[config.mk]
export PLATFORM = sky130hd
export DESIGN_NAME = ttm4_exec_sequencer
export DESIGN_NICKNAME = d
export VERILOG_FILES = /design/src/rtl/ttm4_exec_sequencer.sv
export SDC_FILE = /design/constraint.sdc
export NUM_CORES = 1
export LEC_CHECK = 0
export CAP_MARGIN = 0
export CORE_MARGIN = 2
export CORE_UTILIZATION = 40
export DETAILED_ROUTE_END_ITERATION = 12
export PLACE_DENSITY = 0.72
export SETUP_SLACK_MARGIN = 0.1
export SLEW_MARGIN = 20
export SYNTH_ARGS = -nofsm -noshare
export SYNTH_HDL_FRONTEND = slang
export SYNTH_SLANG_ARGS = --single-unit
[constraint.sdc]
create_clock -name i_clk -period 4.55 [get_ports i_clk]
set_input_delay 0.91 -clock i_clk [delete_from_list [all_inputs] [get_ports i_clk]]
set_output_delay 0.91 -clock i_clk [all_outputs]
set_load 0.02 [all_outputs]
[src/rtl/ttm4_exec_sequencer.sv]
// ttm4_exec_sequencer
//   Instruction sequencer for the TTM4 emulator core. It owns the PC and the
//   IR, fetches through a REQ/ACK handshake, holds the fields for the decoder
//   for one DECODE cycle, opens a single EXEC cycle for the decoder strobes and
//   commits the next PC in UPDATE. Supports run/stop/single-step control.
//
//   Optional feature macro: TTM4_BREAKPOINT_EN (PC breakpoint on i_brk_addr).
//
// Ports
//   i_clk, i_rst             clock, synchronous active-high reset
//   i_start/i_stop/i_step    one-cycle control pulses
//   o_imem_req, o_imem_addr  fetch request (held until ACK) and address (= PC)
//   i_imem_ack, i_imem_data  fetch data valid and instruction {OP,SR,LR}
//   o_op, o_sr, o_lr         IR fields to the decoder
//   i_pc_nld, i_jmp_addr     decoder jump decision (0 = taken) and target
//   o_exec_en, o_flag_ld     decoder strobe enable / flag capture (EXEC only)
//   o_pc                     program counter
//   o_running, o_step_done   not-halted status, end-of-step pulse
//   i_brk_addr, o_brk_hit    breakpoint address, sticky breakpoint halt
//   o_fault                  sticky fetch ACK timeout
//
// state  | meaning
// HALT   | idle, waiting for START or STEP
// FETCH  | IMEM_REQ high, waiting for ACK (bounded by ACK_TIMEOUT)
// DECODE | decoder settles on the new IR
// EXEC   | decoder strobes enabled, jump decision registered
// UPDATE | PC committed, choose HALT or next FETCH
module ttm4_exec_sequencer #(
  parameter int PC_W        = 8,
  parameter int ACK_TIMEOUT = 15
) (
  input  logic            i_clk,
  input  logic            i_rst,
  input  logic            i_start,
  input  logic            i_stop,
  input  logic            i_step,
  output logic            o_imem_req,
  output logic [PC_W-1:0] o_imem_addr,
  input  logic            i_imem_ack,
  input  logic [10:0]     i_imem_data,
  output logic [4:0]      o_op,
  output logic [2:0]      o_sr,
  output logic [2:0]      o_lr,
  input  logic            i_pc_nld,
  input  logic [PC_W-1:0] i_jmp_addr,
  output logic            o_exec_en,
  output logic            o_flag_ld,
  output logic [PC_W-1:0] o_pc,
  output logic            o_running,
  output logic            o_step_done,
  input  logic [PC_W-1:0] i_brk_addr,
  output logic            o_brk_hit,
  output logic            o_fault
);

  typedef enum logic [2:0] {
    S_HALT, S_FETCH, S_DECODE, S_EXEC, S_UPDATE
  } state_t;

  state_t          r_state, w_state_nxt;
  logic [PC_W-1:0] r_pc, r_jmp_addr, w_pc_nxt;
  logic [10:0]     r_ir;
  logic [7:0]      r_wait_cnt;
  logic            r_pc_nld, r_stop_pend, r_step_mode;
  logic            r_step_done, r_brk_hit, r_fault;
  logic            w_start_ok, w_step_ok, w_go, w_brk_match, w_end;

  // STOP beats START, START beats STEP when they coincide in HALT.
  assign w_start_ok = (r_state == S_HALT) && i_start && !i_stop;
  assign w_step_ok  = (r_state == S_HALT) && i_step && !i_start && !i_stop;
  assign w_go       = w_start_ok || w_step_ok;

  assign w_pc_nxt = r_pc_nld ? (r_pc + PC_W'(1)) : r_jmp_addr;

`ifdef TTM4_BREAKPOINT_EN
  // Checked on the next PC only, so a resumed START always executes the
  // instruction sitting at the breakpoint before it can trip again.
  assign w_brk_match = !r_step_mode && (w_pc_nxt == i_brk_addr);
`else
  logic w_unused_brk;
  assign w_unused_brk = ^i_brk_addr;
  assign w_brk_match  = 1'b0;
`endif

  // A STOP arriving in UPDATE itself still ends this instruction.
  assign w_end = r_step_mode || r_stop_pend || i_stop || w_brk_match;

  always_ff @(posedge i_clk) begin
    if (i_rst) r_state <= S_HALT;
    else       r_state <= w_state_nxt;
  end

  always_comb begin
    w_state_nxt = r_state;
    case (r_state)
      S_HALT:   if (w_go) w_state_nxt = S_FETCH;
      S_FETCH: begin
        if (i_imem_ack)            w_state_nxt = S_DECODE;
        else if (r_wait_cnt == '0) w_state_nxt = S_HALT;
      end
      S_DECODE: w_state_nxt = S_EXEC;
      S_EXEC:   w_state_nxt = S_UPDATE;
      S_UPDATE: w_state_nxt = w_end ? S_HALT : S_FETCH;
      default:  w_state_nxt = S_HALT;
    endcase
  end

  always_comb begin
    o_imem_req = 1'b0;
    o_exec_en  = 1'b0;
    o_flag_ld  = 1'b0;
    o_running  = 1'b1;
    case (r_state)
      S_HALT:  o_running  = 1'b0;
      S_FETCH: o_imem_req = 1'b1;
      S_EXEC: begin
        o_exec_en = 1'b1;
        o_flag_ld = 1'b1;
      end
      default: ;
    endcase
  end

  always_ff @(posedge i_clk) begin
    if (i_rst) begin
      r_pc        <= '0;
      r_ir        <= '0;
      r_jmp_addr  <= '0;
      r_pc_nld    <= 1'b1;
      r_wait_cnt  <= 8'(ACK_TIMEOUT - 1);
      r_stop_pend <= 1'b0;
      r_step_mode <= 1'b0;
      r_step_done <= 1'b0;
      r_brk_hit   <= 1'b0;
      r_fault     <= 1'b0;
    end else begin
      r_step_done <= (r_state == S_UPDATE) && r_step_mode;

      if (w_go) begin
        r_step_mode <= w_step_ok;
        r_brk_hit   <= 1'b0;
        r_fault     <= 1'b0;
      end

      if (r_state != S_HALT) begin
        if (w_state_nxt == S_HALT) r_stop_pend <= 1'b0;
        else if (i_stop)           r_stop_pend <= 1'b1;
      end

      // Terminal count reached in FETCH means ACK_TIMEOUT cycles without ACK.
      if (r_state != S_FETCH)      r_wait_cnt <= 8'(ACK_TIMEOUT - 1);
      else if (r_wait_cnt != '0)   r_wait_cnt <= r_wait_cnt - 8'd1;

      if (r_state == S_FETCH) begin
        if (i_imem_ack)            r_ir    <= i_imem_data;
        else if (r_wait_cnt == '0) r_fault <= 1'b1;
      end

      if (r_state == S_EXEC) begin
        r_pc_nld   <= i_pc_nld;
        r_jmp_addr <= i_jmp_addr;
      end

      if (r_state == S_UPDATE) begin
        r_pc <= w_pc_nxt;
        if (w_brk_match) r_brk_hit <= 1'b1;
      end
    end
  end

  assign o_imem_addr = r_pc;
  assign o_pc        = r_pc;
  assign o_op        = r_ir[10:6];
  assign o_sr        = r_ir[5:3];
  assign o_lr        = r_ir[2:0];
  assign o_step_done = r_step_done;
  assign o_brk_hit   = r_brk_hit;
  assign o_fault     = r_fault;

endmodule

* After elaboration in Yosys (flattened, before gate mapping)
Index checks and enable logic that the tools add are counted.
Word-level totals: register bits after elaboration 43, bits of input ports 34, output and inout bits 34, word-level logic and storage cells 52
Operators by class: $add $sub $neg 2, equal/unequal tests 5, multiplexer cells 15, reduce and logical (&&, ||, !) cells 20
Operators with widths (count):
- one-hot mux 3 bit (5 select lines) | 1
- two-way mux 1 bit | 10
- two-way mux 3 bit | 3
- adder 8 x 1 -> 8 bit (second input constant) | 1
- logical NOT 8 bit | 1
- two-way mux 8 bit | 1
- nonzero test 8 bit | 1
- subtractor 8 x 1 -> 8 bit (second input constant) | 1
- equality test 3 x 2 -> 1 bit (second input constant) | 2
- logical AND 1 bit | 6
- logical NOT 3 bit | 2
- AND reduction 2 bit | 2
- equality test 3 x 1 -> 1 bit (second input constant) | 1
- equality test 3 bit (second input constant) | 1
- logical OR 1 bit | 3
- inequality test 3 x 1 -> 1 bit (second input constant) | 1
- nonzero test 3 bit | 1
- logical NOT 1 bit | 2
- nonzero test 2 bit | 1
- OR reduction 2 bit | 1

* Longest topological paths before layout
word-level depth 10, gate-level depth with buffers 7, gate-level depth less buffers 6

* Least setup slack after synthesis
Ideal clock, no wire load.
path kind flip-flop to output port, start point register r_state[1], end point output port o_flag_ld, arrival time 1.509 ns, required time 3.640 ns, setup slack 2.131 ns, stages on the path, launching flop included 7, buffers on the path 3, cell sequence dfxtp_1 > buf_2 > nor2b_1 > clkbuf_1 > nand2_1 > inv_1 > buf_4
Between the ends: word-level cells in the longest chain between the ends 2
RTL lines:
- from (decl) | line 60 | state_t r_state, w_state_nxt;
- from (signal assigned) | line 90 | else r_state <= w_state_nxt;
- equality test 3 x 2 -> 1 bit
- two-way mux 1 bit
- to (decl) | line 47 | output logic o_flag_ld,
Every way passes these cells.

* Worst setup path in the final report
start point register r_state[0], end point output port o_imem_req
Between the ends: word-level cells in the longest chain between the ends 2
RTL lines:
- equality test 3 x 1 -> 1 bit | line 113 | case (r_state)
- two-way mux 1 bit | line 113
- to (decl) | line 37 | output logic o_imem_req,
Every way passes these cells.

==> impl_metrics.env <==
export IMPL_outcome="complete, no violations"
export IMPL_vias=1761
export IMPL_synth_flop_cell="dfxtp_1"
export IMPL_grt_pass1_vias=1634
export IMPL_drt_iter0_drc=69
export IMPL_cts_tree="built"
export IMPL_stdcell_area_mm2=0.00257
export IMPL_synth_top_cell_area_share_pct=44.6
export IMPL_required_ps=3640
export IMPL_antenna_found_initial=0
export IMPL_clk_latency_ps=300
export IMPL_place_gp_congestion=0.744
export IMPL_die_w_um=73.5
export IMPL_relSlewSlack_pct=57.7
export IMPL_synth_most_common_cell="dfxtp_1"
export IMPL_cp_arrival_ps=2300
export IMPL_fin_ws_ps=1340
export IMPL_cp_slowest_stage_delay_ps=710
export IMPL_fin_crit_sh_pct=70.6
export IMPL_routedWlPerCell_um=12.8
export IMPL_pre_cts_ws_ps=1650
export IMPL_synth_cells=234
export IMPL_gr_usage_all_layers_pct=16.6
export IMPL_ir_worst_vdd_mv=0.186
export IMPL_synth_compound_area_share_pct=16.3
export IMPL_holdPathEnd="r_ir[1]"
export IMPL_synth_top_family_by_area="simple AND/OR/NAND/NOR gates"
export IMPL_ant_nets=0
export IMPL_worst_pin_slew_ps=632
export IMPL_drive_gt1_share_pct=6.43
export IMPL_worst_r2r_cell_count=5
export IMPL_synth_common_cells="dfxtp_1, nand2_1, a21oi_1"
export IMPL_fp_dieH_um=73.5
export IMPL_placed_cell_area_mm2=0.00247
export IMPL_grt_max_degree=19
export IMPL_die_area_mm2=0.00539
export IMPL_num_io_pins=68
export IMPL_r2r_end="r_ir[10]"
export IMPL_maxCapViolCount=0
export IMPL_diodes=0
export IMPL_hp_start="r_ir[1]"
export IMPL_drcViolationCount=0
export IMPL_routed_wl_mm=4.27
export IMPL_io_buffers=58
export IMPL_yosys_area_share_simple_pct=24.9
export IMPL_avgSynthCellArea_um2=8.25
export IMPL_yosysWarnings=0
export IMPL_syn_nets=270
export IMPL_setup_viol=0
export IMPL_syn2layout_area_growth_pct=33.1
export IMPL_numCtsBuffers=5
export IMPL_placementRows=25
export IMPL_async_flop_share_pct=0
export IMPL_yosys_area_share_adder_pct=1.30
export IMPL_dpl_hpwl_mm=3.09
export IMPL_finalPower_mw=0.758
export IMPL_critical_path_class="reg2out"
export IMPL_fmax_mhz=311
export IMPL_clk_pin_slew_worst_paths_ps=70
export IMPL_hold_violations=0
export IMPL_grt_pass1_wl_mm=6.95
export IMPL_synthMuxAreaShare_pct=1.82
export IMPL_drv_slew=0
export IMPL_viasPerCell=5.27
export IMPL_start_kind="register"
export IMPL_path_max_fanout=18
export IMPL_synth_ff_latch_count=43
export IMPL_fin_crit_ps=3210
export IMPL_reg2reg_from="r_state[0]"
export IMPL_overflow=0
export IMPL_holdBufCountCts=0
export IMPL_ys_top_cells_by_area="dfxtp_1, a21oi_1, nand2_1"
export IMPL_ys_seq_area_share_pct=44.6
export IMPL_final_setup_tns_ps=0
export IMPL_htreeDepth=2
export IMPL_cp_end_kind="output port"
export IMPL_syn_cell_area_mm2=0.00193
export IMPL_core_mm2=0.00469
export IMPL_cts_setup_buffers=0
export IMPL_yosysTopAreaCell="dfxtp_1"
export IMPL_cts_resized=0
export IMPL_rsz0062_at_grt="false"
export IMPL_crit_chain="or3b_2 -> inv_1 -> clkdlybuf4s50_1"
export IMPL_synth_edf_count=0
export IMPL_cts_sinks=43
export IMPL_cts_path_max_buffers=2
export IMPL_root_buffer="clkbuf_8"
export IMPL_synth_xor_area_share_pct=2.72
export IMPL_fin_worst_skew_ps=8.89
export IMPL_rrSetupSlack_ps=2450
export IMPL_drt_first_pass_iters=4
export IMPL_fin_util_pct=54.7
export IMPL_nets=315
export IMPL_p_leak_nw=0.884
export IMPL_start_util_pct=41.1
export IMPL_hold_depth=2
export IMPL_ys_types=47
export IMPL_slowest_stage="dfxtp_1"
export IMPL_power_density_mw_per_mm2=295
export IMPL_hp_class="reg2reg"
[critical path, delay by kind of cell (launching register included)]
kind / cells / cell delay (ps)
and+or+nand+nor: 1 / 550
DFF: 1 / 710
buffers and inverters: 2 / 740
[placed cells by master (no fill, tap or decap), types with 2 or more instances in the layout]
cell type | Yosys | layout
clkdlybuf4s50_1 | 0 | 58
dfxtp_1 | 43 | 43
nand2_1 | 39 | 39
a21oi_1 | 32 | 32
nor2_1 | 12 | 12
nand3_1 | 12 | 12
nor3_1 | 10 | 10
inv_1 | 8 | 8
o21ai_0 | 7 | 7
clkbuf_8 | 0 | 7
xnor2_1 | 5 | 5
nor4_1 | 3 | 3
or3b_2 | 2 | 2
nor2b_1 | 2 | 2
and4_1 | 2 | 2
a31oi_1 | 2 | 2
a211oi_1 | 2 | 2
a22oi_1 | 2 | 2
mux2i_1 | 2 | 2
ha_1 | 2 | 2
buf_4 | 10 | 2
[where the power goes]
part	internal, mW	switching, mW	total, mW
Sequential	0.386	0.0122	0.399
Clock	0.139	0.126	0.264
Combinational	0.0490	0.0464	0.0954
[sequential cells by signal, indices dropped and copies added, names as in the netlist]
signal and count:
r_step_mode 1, r_ir 11, r_jmp_addr 8, r_state 3, r_pc_nld 1, o_step_done 1, r_stop_pend 1, o_imem_addr 8
o_fault 1, r_wait_cnt 8
[area by class of cell]
cell class / count / area [um2]
fill: 463 / 2120
sequential: 43 / 861
inverter: 9 / 33.8
tap: 54 / 67.6
multi-input combinational: 160 / 911
timing repair buffer: 60 / 596
clock buffer: 8 / 100
[worst max-delay path by stage]
stage,to,slack (ps),cells past startpoint,start
detailed placement,o_imem_req,1650,3,r_state[0]
global route,o_imem_req,1210,3,r_state[0]
CTS,o_imem_req,1320,3,r_state[0]
finish,o_imem_req,1340,3,r_state[0]
global placement,o_imem_req,1680,3,r_state[0]
floorplan,o_flag_ld,2130,6,r_state[1]
[metrics by stage]
step	cells	hold slack, ps
6_report	334	452
3_5_place_dp	326	447
4_1_cts	334	458
3_3_place_gp	326	441
5_1_grt	334	484
2_1_floorplan	234	436
[logic make-up (layout without fill, tap and decap cells)]
kind of cell             count (synthesis)  count (layout)
AO/OA/AOI/OAI                           54              54
XOR/XNOR                                 6               6
adder cells (fa/ha/maj)                  2               2
buffers and inverters                   31              77
flip-flops                              43              43
multiplexers                             3               3
other                                    1               1
AND/OR/NAND/NOR                         94              94
[routing by layer]
metal / vias to the layer above / global-route usage, % / wire, um
met4: 0 / 6.26 / 49
met2: 68 / 29.1 / 2110
li1: 891 / - / -
met5: - / 0 / 0
met1: 798 / 18.7 / 1810
met3: 4 / 5.49 / 308
No activity file was read; power rests on OpenSTA's default activity.
